### src/rtl/mem_bus_arbiter.sv
`default_nettype none
// ============================================================================
// mem_bus_arbiter : shares the program/data memory between the CPU and a
//                   debug/loader port, stealing the bus at instruction edges
// Revision        : 1.0 - initial release
// ============================================================================
module mem_bus_arbiter #(
  parameter int ADDR_WIDTH = 10,
  parameter int MAX_BURST  = 4
) (
  input  logic                  clk,
  input  logic                  rst,
  input  logic [1:0]            cpu_phase,
  input  logic [ADDR_WIDTH-1:0] cpu_addr,
  input  logic                  cpu_wr,
  input  logic [15:0]           cpu_wdata,
  output logic [15:0]           cpu_rdata,
  output logic                  cpu_hold,
  input  logic                  dbg_req,
  input  logic                  dbg_wr,
  input  logic [ADDR_WIDTH-1:0] dbg_addr,
  input  logic [15:0]           dbg_wdata,
  output logic                  dbg_ack,
  output logic [15:0]           dbg_rdata,
  output logic                  dbg_busy,
  output logic [ADDR_WIDTH-1:0] mem_addr,
  output logic                  mem_wr,
  output logic [15:0]           mem_wdata,
  input  logic [15:0]           mem_rdata
);

  localparam logic [3:0] C_MAX_BURST = 4'(MAX_BURST);

  typedef enum logic [2:0] {
    S_IDLE    = 3'd0,
    S_ACCESS  = 3'd1,
    S_DATA    = 3'd2,
    S_ACKW    = 3'd3,
    S_RESTORE = 3'd4,
    S_RELEASE = 3'd5
  } state_t;

  state_t      state_q, state_d;
  logic        hold_q, hold_d;
  logic        ack_q, ack_d;
  logic [15:0] rdata_q, rdata_d;
  logic [3:0]  count_q, count_d;
  logic        turn_q, turn_d;

  always_ff @(posedge clk or posedge rst) begin
    if (rst) begin
      state_q <= S_IDLE;
      hold_q  <= 1'b0;
      ack_q   <= 1'b0;
      rdata_q <= 16'h0000;
      count_q <= 4'd0;
      turn_q  <= 1'b0;
    end else begin
      state_q <= state_d;
      hold_q  <= hold_d;
      ack_q   <= ack_d;
      rdata_q <= rdata_d;
      count_q <= count_d;
      turn_q  <= turn_d;
    end
  end

  always_comb begin
    state_d = state_q;
    hold_d  = hold_q;
    ack_d   = ack_q;
    rdata_d = rdata_q;
    count_d = count_q;
    turn_d  = turn_q;

    // Phase 1 means the CPU has fetched and started a full instruction.
    if (cpu_phase == 2'd1) begin
      turn_d = 1'b0;
    end

    case (state_q)
      S_IDLE: begin
        // Granting in phase 2 lets the registered hold catch the first phase-3 cycle.
        if (dbg_req && (cpu_phase == 2'd2) && !turn_q) begin
          state_d = S_ACCESS;
          hold_d  = 1'b1;
          count_d = 4'd0;
        end
      end
      S_ACCESS: begin
        state_d = S_DATA;
      end
      S_DATA: begin
        rdata_d = mem_rdata;
        ack_d   = 1'b1;
        count_d = count_q + 4'd1;
        state_d = S_ACKW;
      end
      S_ACKW: begin
        ack_d = 1'b0;
        if (dbg_req && (count_q < C_MAX_BURST)) begin
          state_d = S_ACCESS;
        end else begin
          state_d = S_RESTORE;
        end
      end
      S_RESTORE: begin
        hold_d  = 1'b0;
        turn_d  = 1'b1;
        state_d = S_RELEASE;
      end
      S_RELEASE: begin
        state_d = S_IDLE;
      end
      default: begin
        state_d = S_IDLE;
      end
    endcase
  end

  always_comb begin
    mem_addr  = cpu_addr;
    mem_wr    = cpu_wr;
    mem_wdata = cpu_wdata;
    case (state_q)
      S_ACCESS: begin
        mem_addr  = dbg_addr;
        mem_wr    = dbg_wr;
        mem_wdata = dbg_wdata;
      end
      S_DATA, S_ACKW: begin
        mem_addr  = dbg_addr;
        mem_wr    = 1'b0;
        mem_wdata = dbg_wdata;
      end
      default: begin
        mem_addr  = cpu_addr;
        mem_wr    = cpu_wr;
        mem_wdata = cpu_wdata;
      end
    endcase
  end

  assign cpu_rdata = mem_rdata;
  assign cpu_hold  = hold_q;
  assign dbg_ack   = ack_q;
  assign dbg_rdata = rdata_q;
  assign dbg_busy  = (state_q != S_IDLE);

endmodule
`default_nettype wire
### config.mk
export PLATFORM = sky130hd
export DESIGN_NAME = mem_bus_arbiter
export DESIGN_NICKNAME = d
export VERILOG_FILES = /design/src/rtl/mem_bus_arbiter.sv
export SDC_FILE = /design/constraint.sdc
export NUM_CORES = 1
export LEC_CHECK = 0
export ABC_AREA = 1
export CORE_MARGIN = 1
export CORE_UTILIZATION = 32
export DETAILED_ROUTE_END_ITERATION = 8
export PLACE_DENSITY = 0.9
export SYNTH_ARGS = -nofsm -noshare
export SYNTH_HDL_FRONTEND = slang
export SYNTH_SLANG_ARGS = --single-unit
export TNS_END_PERCENT = 10
### constraint.sdc
create_clock -name clk -period 1.4 [get_ports clk]
set_input_delay 0.28 -clock clk [delete_from_list [all_inputs] [get_ports clk]]
set_output_delay 0.28 -clock clk [all_outputs]
set_load 0.03 [all_outputs]
==> results_dict.tcl <==
set metrics [dict create \
    grt-busiest-layer "met2" \
    critPathSlowestCell "dfrtp_1" \
    vias 1934 \
    crit_start "state_q[0]" \
    die_area_um2 5220 \
    grt_max_degree 27 \
    rsz0062_at_grt "yes" \
    synth_area_um2 1580 \
    synth_nets 308 \
    gp_congestion 0.774 \
    setup_slack_ps -358 \
    syn2layout_area_growth_pct 103 \
    layout_common_cells "nand2_1, clkdlybuf4s50_1, buf_6, buf_4, dfrtp_1" \
    place_ws_ps -104 \
    postRouteAntennaNets 0 \
    drive_gt1_share_pct 27.4 \
    path_max_fanout 13 \
    grt_pass1_vias 1830 \
    vdd_drop_max_v 0.00114 \
    hold_class "in2async" \
    worst-r2r-cell-count 8 \
    cts_hold_buf 0 \
    synth-simple-area-share_pct 41.6 \
    maxSlewHeadroom_pct 77.5 \
    max_slew.worst_pin.slew_ps 337 \
    path_depth 9 \
    yosys-mux-area-fraction_pct 0 \
    initial_utilization_pct 33.4 \
    cts_max_level 1 \
    cpPeakStageDelay_ps 400 \
    fin_skew_ps 1.21 \
    avgSynthCellArea_um2 6.80 \
    violations "negative setup slack" \
    cts_made_buffers 3 \
    critical_path.cell_chain "inv_2 > nand2_4 > inv_4 > nor2_8 > buf_6 > buf_16 > nand2_1 > nand2_1 > buf_6" \
    power.density_nw_per_um2 2710 \
    ys_ff_latch 26 \
    vias_per_cell 4.44 \
    totalPowerFinal_mw 8.67 \
    synth_top_area_share_pct 41.2 \
    critical-path-top-delay-family "buffers and inverters" \
    rows 25 \
    cts_sinks 26 \
    diodes 0 \
    fillers 375 \
    cts.path.max_buffers 2 \
    final_nets 446 \
    routedWlPerCell_um 13.0 \
    status "finished, violations left" \
    grt_util_all_layers_pct 20.6 \
    synth_area_leader_cell "dfrtp_1" \
    synthCells 232 \
    portBuffers 136 \
    cts_root_buffer "clkbuf_8" \
    power_leakage_nw 1.69 \
    synth_area_leaders "dfrtp_1, nand2_1, buf_4" \
    setup_viol 28 \
    cts_tree "done" \
    die_height_um 72.2 \
    slew_violations 0 \
    synth_top_family_by_area "simple AND/OR/NAND/NOR gates" \
    synth_compound_area_share_pct 1.59 \
    overflow 0 \
    use_met1_pct 21.2 \
    path_buf_inv 5 \
    worstSetupEndpointType "output pin" \
    design.core.area_um2 4720 \
    layout_commonest_cell "nand2_1" \
    route.detailed.drc 0 \
    clkLatencyLatePin_ps 270 \
    yosysWarningCount 0 \
    die_x_um 72.2 \
    wl_mm 5.65 \
    synth_cell_type_count 19 \
    synth_xor_area_share_pct 0.555 \
    first_pass_iters 4 \
    maxCapViolations 0 \
    grt_util_met3_pct 6.11 \
    post-route-min-period_ps 1760 \
    hold_viol 0 \
    cp.arrival_ps 1480 \
    max_freq_mhz 569 \
    drt_iter0_drc 55 \
    synth-adder-area-share_pct 0.793 \
    yosysSeqAreaShare_pct 41.2 \
    cp_data_required_time_ps 1120 \
    worstSetupStartpointType "register" \
    antenna_found_initial 0 \
    io_pins 137 \
    grt_pass1_wl_mm 8.38 \
    fin_crit_sh_pct 126 \
    reg2reg_from "state_q[0]" \
    met2_usage_pct 40.2 \
    critical_path_class "reg2out" \
    clk_pin_slew_ps 90 \
    dp_hpwl_mm 3.95 \
]
[per-layer routing]
metal | share of wire [%] | wire length (µm)
met3 | 10 | 580
met2 | 53 | 2990
met1 | 36 | 2020
met4 | 1.1 | 61
met5 | 0 | 0
[layout make-up]
cell class	instances	area (µm²)	share of cell area, %
Multi-Input combinational cell	172	787	24.6
Inverter	11	58.8	1.84
Clock buffer	4	55.1	1.72
Timing Repair Buffer	155	1550	48.5
Timing Repair inverter	1	11.3	0.352
Sequential cell	26	652	20.4
Tap cell	67	83.8	2.62
[Yosys cell counts, drive strengths merged]
cell / instances
o21ai: 3
or2: 1
inv: 11
nand3: 5
dfrtp: 26
xor2: 1
nor2: 9
ha: 1
nand2: 149
buf: 23
nand3b: 1
a21oi: 2
[sequential cells by signal, indices dropped and copies added, names as in the netlist]
| register | flops |
|---|---|
| dbg_rdata | 16 |
| dbg_ack | 1 |
| state_q | 3 |
| cpu_hold | 1 |
| turn_q | 1 |
| count_q | 4 |
[kinds of logic (layout without fill, tap and decap cells)]
group,after synthesis,after routing
AOI/OAI and AO/OA,5,5
and+or+nand+nor,165,165
buffers and inverters,34,171
adders and majority gates,1,1
xor gates and xnor gates,1,1
DFF,26,26
[per-stage QoR]
step,utilization (%),hold WS [ps],setup TNS (ps),instances,area (µm²)
2_1_floorplan,-,320,-860,232,1580
3_3_place_gp,60.3,461,-1130,422,2850
3_5_place_dp,60.3,464,-2130,422,2850
4_1_cts,66.9,375,-9300,434,3160
5_1_grt,67.8,397,-10990,436,3200
6_report,67.8,364,-8940,436,3200
[power by group]
part           switching, mW  total (mW)  internal [mW]
sequential             0.221        1.35           1.13
combinational           3.97        6.83           2.86
clock                  0.235       0.486          0.251
total                   4.43        8.67           4.25
[what timing repair did]
item                       CTS  global route
setup endpoints to repair   60            44
setup buffers                5             3
gates cloned                 3             0
pin swaps                   15             4
gates resized for setup     73            13
[worst paths after layout]
check / end / slack (ps)
setup reg to reg: count_q[1] / 90
hold / removal: dbg_rdata[3] / 360
hold reg to reg: dbg_rdata[15] / 480
min in group clk: dbg_rdata[15] / 480
max in group asynchronous: state_q[2] / 770
setup / recovery: mem_addr[2] / -360
[tightest hold or removal path, cell delays in order]
cell and delay (ps):
clkdlybuf4s50_1 400, inv_1 50, buf_4 320
No activity file was read; power rests on OpenSTA's default activity.
